File: src/rtl/uart_tx_frame_arbiter.sv
// Purpose: round-robin arbiter that frames one requester's byte stream (SYNC, ID, payload, CHECKSUM) onto a UART tx port.
// Latency: tx_en rises the cycle after IDLE sees a request with tx_ready high; every byte is one DRIVE plus one RELEASE handshake.
// Backpressure: req_ready only strobes in FETCH for the grantee; FETCH waits forever, tx handshake phases abort after TIMEOUT cycles.
module uart_tx_frame_arbiter #(
  parameter int         N_REQ     = 4,
  parameter logic [7:0] SYNC_BYTE = 8'hA5,
  parameter int         MAX_LEN   = 64,
  parameter int         TIMEOUT   = 4096
) (
  input  logic               clk,
  input  logic               reset,
  input  logic [N_REQ-1:0]   req_valid,
  input  logic [8*N_REQ-1:0] req_data,
  input  logic [N_REQ-1:0]   req_last,
  output logic [N_REQ-1:0]   req_ready,
  output logic               tx_en,
  output logic [7:0]         tx_data,
  input  logic               tx_ready,
  output logic [2:0]         grant_id,
  output logic               busy,
  output logic               overrun,
  output logic               timeout_err
);

  localparam int             TW      = $clog2(TIMEOUT + 1);
  localparam logic [TW-1:0]  T_LAST  = TW'(TIMEOUT - 1);
  localparam logic [7:0]     LEN_MAX = 8'(MAX_LEN);
  localparam logic [3:0]     N_REQ4  = 4'(N_REQ);
  localparam logic [2:0]     PTR_RST = 3'(N_REQ - 1);

  typedef enum logic [2:0] {IDLE, SYNC, ID, FETCH, PAY, CSUM} state_t;

  state_t         state;
  logic           release_ph;   // 0: DRIVE (wait tx_ready low), 1: RELEASE (wait tx_ready high)
  logic [2:0]     ptr;          // most recent grantee, lowest priority next time
  logic [7:0]     csum;
  logic [7:0]     len;
  logic           last_q;
  logic [TW-1:0]  timer;

  // Requester buses padded to 8 lanes so a 3-bit grant index selects them directly
  logic [7:0]  vld8;
  logic [7:0]  last8;
  logic [63:0] data64;
  logic [7:0]  gnt_oh;
  assign vld8   = 8'(req_valid);
  assign last8  = 8'(req_last);
  assign data64 = 64'(req_data);
  assign gnt_oh = 8'b1 << grant_id;

  logic [7:0] fetch_byte;
  logic       fetch_ok;
  logic       ph_done;
  logic       ph_expire;
  assign fetch_byte = data64[{grant_id, 3'b000} +: 8];
  assign fetch_ok   = vld8[grant_id];
  assign ph_done    = release_ph ? tx_ready : !tx_ready;
  assign ph_expire  = (timer == T_LAST);

  assign busy      = (state != IDLE);
  assign req_ready = (state == FETCH) ? (req_valid & gnt_oh[N_REQ-1:0]) : '0;

  logic [2:0] pick;
  logic       pick_ok;
  logic [3:0] cand;

  // Round-robin search: first valid requester starting just after the last grantee
  always_comb begin
    pick    = '0;
    pick_ok = 1'b0;
    cand    = '0;
    for (int i = 1; i <= N_REQ; i++) begin
      cand = {1'b0, ptr} + 4'(i);
      if (cand >= N_REQ4) cand = cand - N_REQ4;
      if (!pick_ok && vld8[cand[2:0]]) begin
        pick_ok = 1'b1;
        pick    = cand[2:0];
      end
    end
  end

  // Frame sequencer: grant, per-byte DRIVE/RELEASE handshake, payload fetch, checksum, timeout abort
  always_ff @(posedge clk or posedge reset) begin
    if (reset) begin
      state       <= IDLE;
      release_ph  <= 1'b0;
      ptr         <= PTR_RST;
      csum        <= '0;
      len         <= '0;
      last_q      <= 1'b0;
      timer       <= '0;
      tx_en       <= 1'b0;
      tx_data     <= '0;
      grant_id    <= '0;
      overrun     <= 1'b0;
      timeout_err <= 1'b0;
    end else begin
      overrun     <= 1'b0;
      timeout_err <= 1'b0;
      case (state)
        IDLE: begin
          if (pick_ok && tx_ready) begin
            grant_id   <= pick;
            ptr        <= pick;
            state      <= SYNC;
            tx_en      <= 1'b1;
            tx_data    <= SYNC_BYTE;
            release_ph <= 1'b0;
            timer      <= '0;
          end
        end
        FETCH: begin
          // No timeout here: a slow requester only stalls the frame
          if (fetch_ok) begin
            tx_data    <= fetch_byte;
            csum       <= csum ^ fetch_byte;
            len        <= len + 8'd1;
            last_q     <= last8[grant_id];
            state      <= PAY;
            tx_en      <= 1'b1;
            release_ph <= 1'b0;
            timer      <= '0;
          end
        end
        default: begin
          if (!ph_done) begin
            if (ph_expire) begin
              // Abandon the frame without a checksum; the pointer stays advanced
              timeout_err <= 1'b1;
              tx_en       <= 1'b0;
              state       <= IDLE;
              len         <= '0;
              csum        <= '0;
              release_ph  <= 1'b0;
              timer       <= '0;
            end else begin
              timer <= timer + TW'(1);
            end
          end else if (!release_ph) begin
            tx_en      <= 1'b0;
            release_ph <= 1'b1;
            timer      <= '0;
          end else begin
            // Byte complete
            release_ph <= 1'b0;
            timer      <= '0;
            case (state)
              SYNC: begin
                state   <= ID;
                tx_en   <= 1'b1;
                tx_data <= {5'b0, grant_id};
                csum    <= {5'b0, grant_id};
              end
              ID: state <= FETCH;
              PAY: begin
                if (last_q || (len == LEN_MAX)) begin
                  state   <= CSUM;
                  tx_en   <= 1'b1;
                  tx_data <= csum;
                  overrun <= !last_q && (len == LEN_MAX);
                end else begin
                  state <= FETCH;
                end
              end
              default: begin
                state <= IDLE;
                len   <= '0;
                csum  <= '0;
              end
            endcase
          end
        end
      endcase
    end
  end

endmodule

File: config.mk
export PLATFORM = sky130hd
export DESIGN_NAME = uart_tx_frame_arbiter
export DESIGN_NICKNAME = d
export VERILOG_FILES = /design/src/rtl/uart_tx_frame_arbiter.sv
export SDC_FILE = /design/constraint.sdc
export NUM_CORES = 1
export LEC_CHECK = 0
export CORE_MARGIN = 4
export CORE_UTILIZATION = 53
export DETAILED_ROUTE_END_ITERATION = 8
export PLACE_DENSITY = 0.91
export SYNTH_ARGS = -nofsm -noshare
export SYNTH_HDL_FRONTEND = slang
export SYNTH_SLANG_ARGS = --single-unit
File: constraint.sdc
create_clock -name clk -period 3.7 [get_ports clk]
set_input_delay 0.74 -clock clk [delete_from_list [all_inputs] [get_ports clk]]
set_output_delay 0.74 -clock clk [all_outputs]
set_load 0.1 [all_outputs]
==> flow_summary.json <==
{
  "path_max_fanout": 14,
  "drc_errors": 0,
  "io_pins": 62,
  "end_kind": "flip-flop",
  "nets": 469,
  "core_mm2": 0.00635,
  "die_h_um": 88.9,
  "r2r_end": "timer[10]",
  "syn_area_per_cell_um2": 9.43,
  "min-delay-start": "len[7]",
  "gp_congestion": 0.929,
  "required_ps": 3960,
  "crit_path_max_incr_delay_ps": 710,
  "ys_seq_elements": 50,
  "min_period_ps": 3250,
  "power.internal_uw": 1750,
  "cts_hold_buffers": 0,
  "crit_chain": "inv_1 -> ha_1 -> mux4_2 -> a221o_1 -> a2111oi_4 -> or2_0 -> a22o_1",
  "synth_ff_type": "dfrtp_1",
  "reg2reg_slack_ps": 450,
  "grt_pass1_vias": 3262,
  "peakVddDrop_mv": 0.811,
  "utilization_pct": 66.5,
  "slew_violations": 0,
  "dpl.hpwl_um": 6730,
  "cts.reportedPaths.clkPinSlew_ps": 100,
  "via_per_inst": 6.68,
  "ys_top_cells_by_area": "dfrtp_1 (35%), mux4_2 (7.1%), mux2_2 (4.5%), o21ai_0 (3.5%), mux2i_1 (3.2%)",
  "fin_worst_skew_ps": 12.4,
  "fin_area_mm2": 0.00422,
  "synthCells": 368,
  "grt_pass1_wl_um": 15700,
  "synth_seq_area_share_pct": 36.1,
  "switchingPower_uw": 1900,
  "cts_inserted_buffers": 5,
  "grt_max_degree": 51,
  "slew_headroom_pct": 30.6,
  "cellPowerDensity_mw_per_mm2": 864,
  "rsz0062_at_grt": "false",
  "hold_viol": 0,
  "ant_nets": 0,
  "portBuffers": 61,
  "wl_per_cell_um": 18.9,
  "drv_cap": 0,
  "crit_type": "reg -> reg",
  "holdPathStages": 1,
  "antenna_found_initial": 0,
  "status": "finished clean",
  "clkPwrFrac_pct": 9.3,
  "synth_edf_count": 0,
  "max_freq_ghz": 0.308,
  "post_cts_resized": 0,
  "place_area_mm2": 0.00413,
  "r2r_cells": 7,
  "finalCritPeriodShare_pct": 87.9,
  "p_leak_uw": 0.00175,
  "clock_latency_ps": 320,
  "syn-num-nets": 418,
  "grt_use_total_pct": 25.6,
  "setup_viol": 0,
  "rr_startpoint": "ptr[0]",
  "pwr-share-seq_pct": 26.3,
  "switching_share_pct": 52.0,
  "dr.first_iter.drc_count": 390,
  "yosys_warnings": 0,
  "die_width_um": 88.9,
  "worstSetupStartpointType": "flip-flop",
  "drive_gt1_share_pct": 14.0,
  "power_frac_comb_pct": 64.4,
  "route.vias.total": 3322,
  "initial_core_util_pct": 54.6,
  "row_count": 29,
  "cts_setup_buffers": 0,
  "crit_start": "ptr[0]",
  "syn2layout_area_growth_pct": 21.7,
  "gr-total-overflow": 0,
  "syn_area_mm2": 0.00347,
  "yosysMostFrequentCell": "dfrtp_1",
  "slowest_stage": "dfstp_2",
  "ys_async_sr_fraction_pct": 100,
  "dr.pass1.iters": 6,
  "clockRootBuffer": "clkbuf_8",
  "synth.distinct_cells": 59,
  "htreeDepth": 2,
  "hp-class": "reg -> reg",
  "ys_top_cells_by_count": "dfrtp_1 (48), nand2_1 (28), nor2_1 (25), o21ai_0 (24), clkbuf_1 (17)",
  "clockBufferDepth": 2,
  "drt-total-wl_um": 9390,
  "diodes": 0,
  "min_to": "len[7]",
  "cts_tree": "built",
  "clock-sinks": 50,
  "tightest_slew_ps": 1040,
  "dieArea_mm2": 0.00790,
  "worstPathArrival_ps": 3510,
  "synth_top_area_share_pct": 34.6,
  "synth_top_cell_by_area": "dfrtp_1"
}
-- metal layers --
layer  share of wire, %  up-vias  track usage [%]
met5                  0        -                0
met4                3.2        0             11.4
met3                9.0       35             5.71
met2                 48      190             42.2
met1                 40     1600             32.2
li1                   -     1497                -
-- placed cells by master, fill, tap and decap left out, types with 5 or more instances in the layout --
| cell | synthesis | layout |
|---|---|---|
| a21oi_1 | 14 | 14 |
| mux4_2 | 11 | 11 |
| inv_1 | 15 | 14 |
| mux2_2 | 14 | 14 |
| buf_4 | 0 | 14 |
| nor2_1 | 25 | 24 |
| nand2b_1 | 11 | 11 |
| clkbuf_8 | 0 | 5 |
| nand3_1 | 15 | 15 |
| clkdlybuf4s50_1 | 0 | 53 |
| o21ai_0 | 24 | 24 |
| a211oi_1 | 5 | 5 |
| ha_1 | 7 | 7 |
| and3_1 | 7 | 7 |
| nor3_1 | 7 | 7 |
| a31oi_1 | 13 | 13 |
| dfrtp_1 | 48 | 48 |
| mux2i_1 | 11 | 11 |
| a22o_1 | 5 | 5 |
| o31ai_1 | 10 | 10 |
| nand2_1 | 28 | 28 |
-- state kept, by name, indices dropped and copies added (netlist names), named ones only --
signal,count
csum,8
grant_id,2
last_q,1
len,8
overrun,1
ptr,2
release_ph,1
state,3
timeout_err,1
timer,13
tx_data,8
tx_en,1
-- cell families (layout without fill, tap and decap cells) --
family | after synthesis | count (layout) | synth area share (%)
xor+xnor | 5 | 5 | 1.26
compound gates | 110 | 110 | 22.5
buf+inv | 38 | 90 | 4.29
fa+ha+maj | 9 | 9 | 3.10
simple gates | 120 | 120 | 17.9
flops | 50 | 50 | 36.1
mux | 36 | 36 | 14.9
-- final cells by class --
| type | instances | area (um^2) |
|---|---|---|
| multi-input cells | 280 | 2090 |
| clock inverters | 2 | 17.5 |
| repair buffers | 67 | 636 |
| fillers | 470 | 2130 |
| inverters | 15 | 56.3 |
| flip-flops and latches | 50 | 1250 |
| well taps | 77 | 96.3 |
| clock buffers | 6 | 72.6 |
-- how the worst max path moves through the flow --
stage | end | slack, ps
global placement | timer[4] | 380
CTS | timer[10] | 450
floorplan | req_ready[2] | -90
global route | timer[10] | 230
finish | timer[10] | 450
detailed placement | timer[10] | 320
-- worst max-delay path, delay by kind of cell, from the launching register on --
kind / cells / cell delay [ps]
DFF: 1 / 710
adders and majority gates: 1 / 430
AOI/OAI and AO/OA: 3 / 1140
buffers and inverters: 1 / 150
muxes: 1 / 370
and+or+nand+nor: 1 / 390
-- metrics by stage --
| step | total power (uW) | hold WS [ps] | instances | setup slack (ps) | TNS [ps] |
|---|---|---|---|---|---|
| after floorplan | 2730 | 449 | 368 | -89.7 | -89.7 |
| after global placement | 3180 | 477 | 489 | 383 | 0 |
| after detailed placement | 3270 | 484 | 489 | 323 | 0 |
| after CTS | 3620 | 496 | 497 | 451 | 0 |
| after global routing | 3870 | 516 | 497 | 231 | 0 |
| final | 3650 | 501 | 497 | 448 | 0 |
-- power groups by stage --
stage	clock network [uW]	logic [uW]	registers [uW]
6_report	341	2350	958
5_1_grt	368	2510	984
4_1_cts	340	2330	950
3_5_place_dp	0	2310	959
3_3_place_gp	0	2230	945
2_1_floorplan	0	1550	1190
Power figures use the tool's default switching activity.
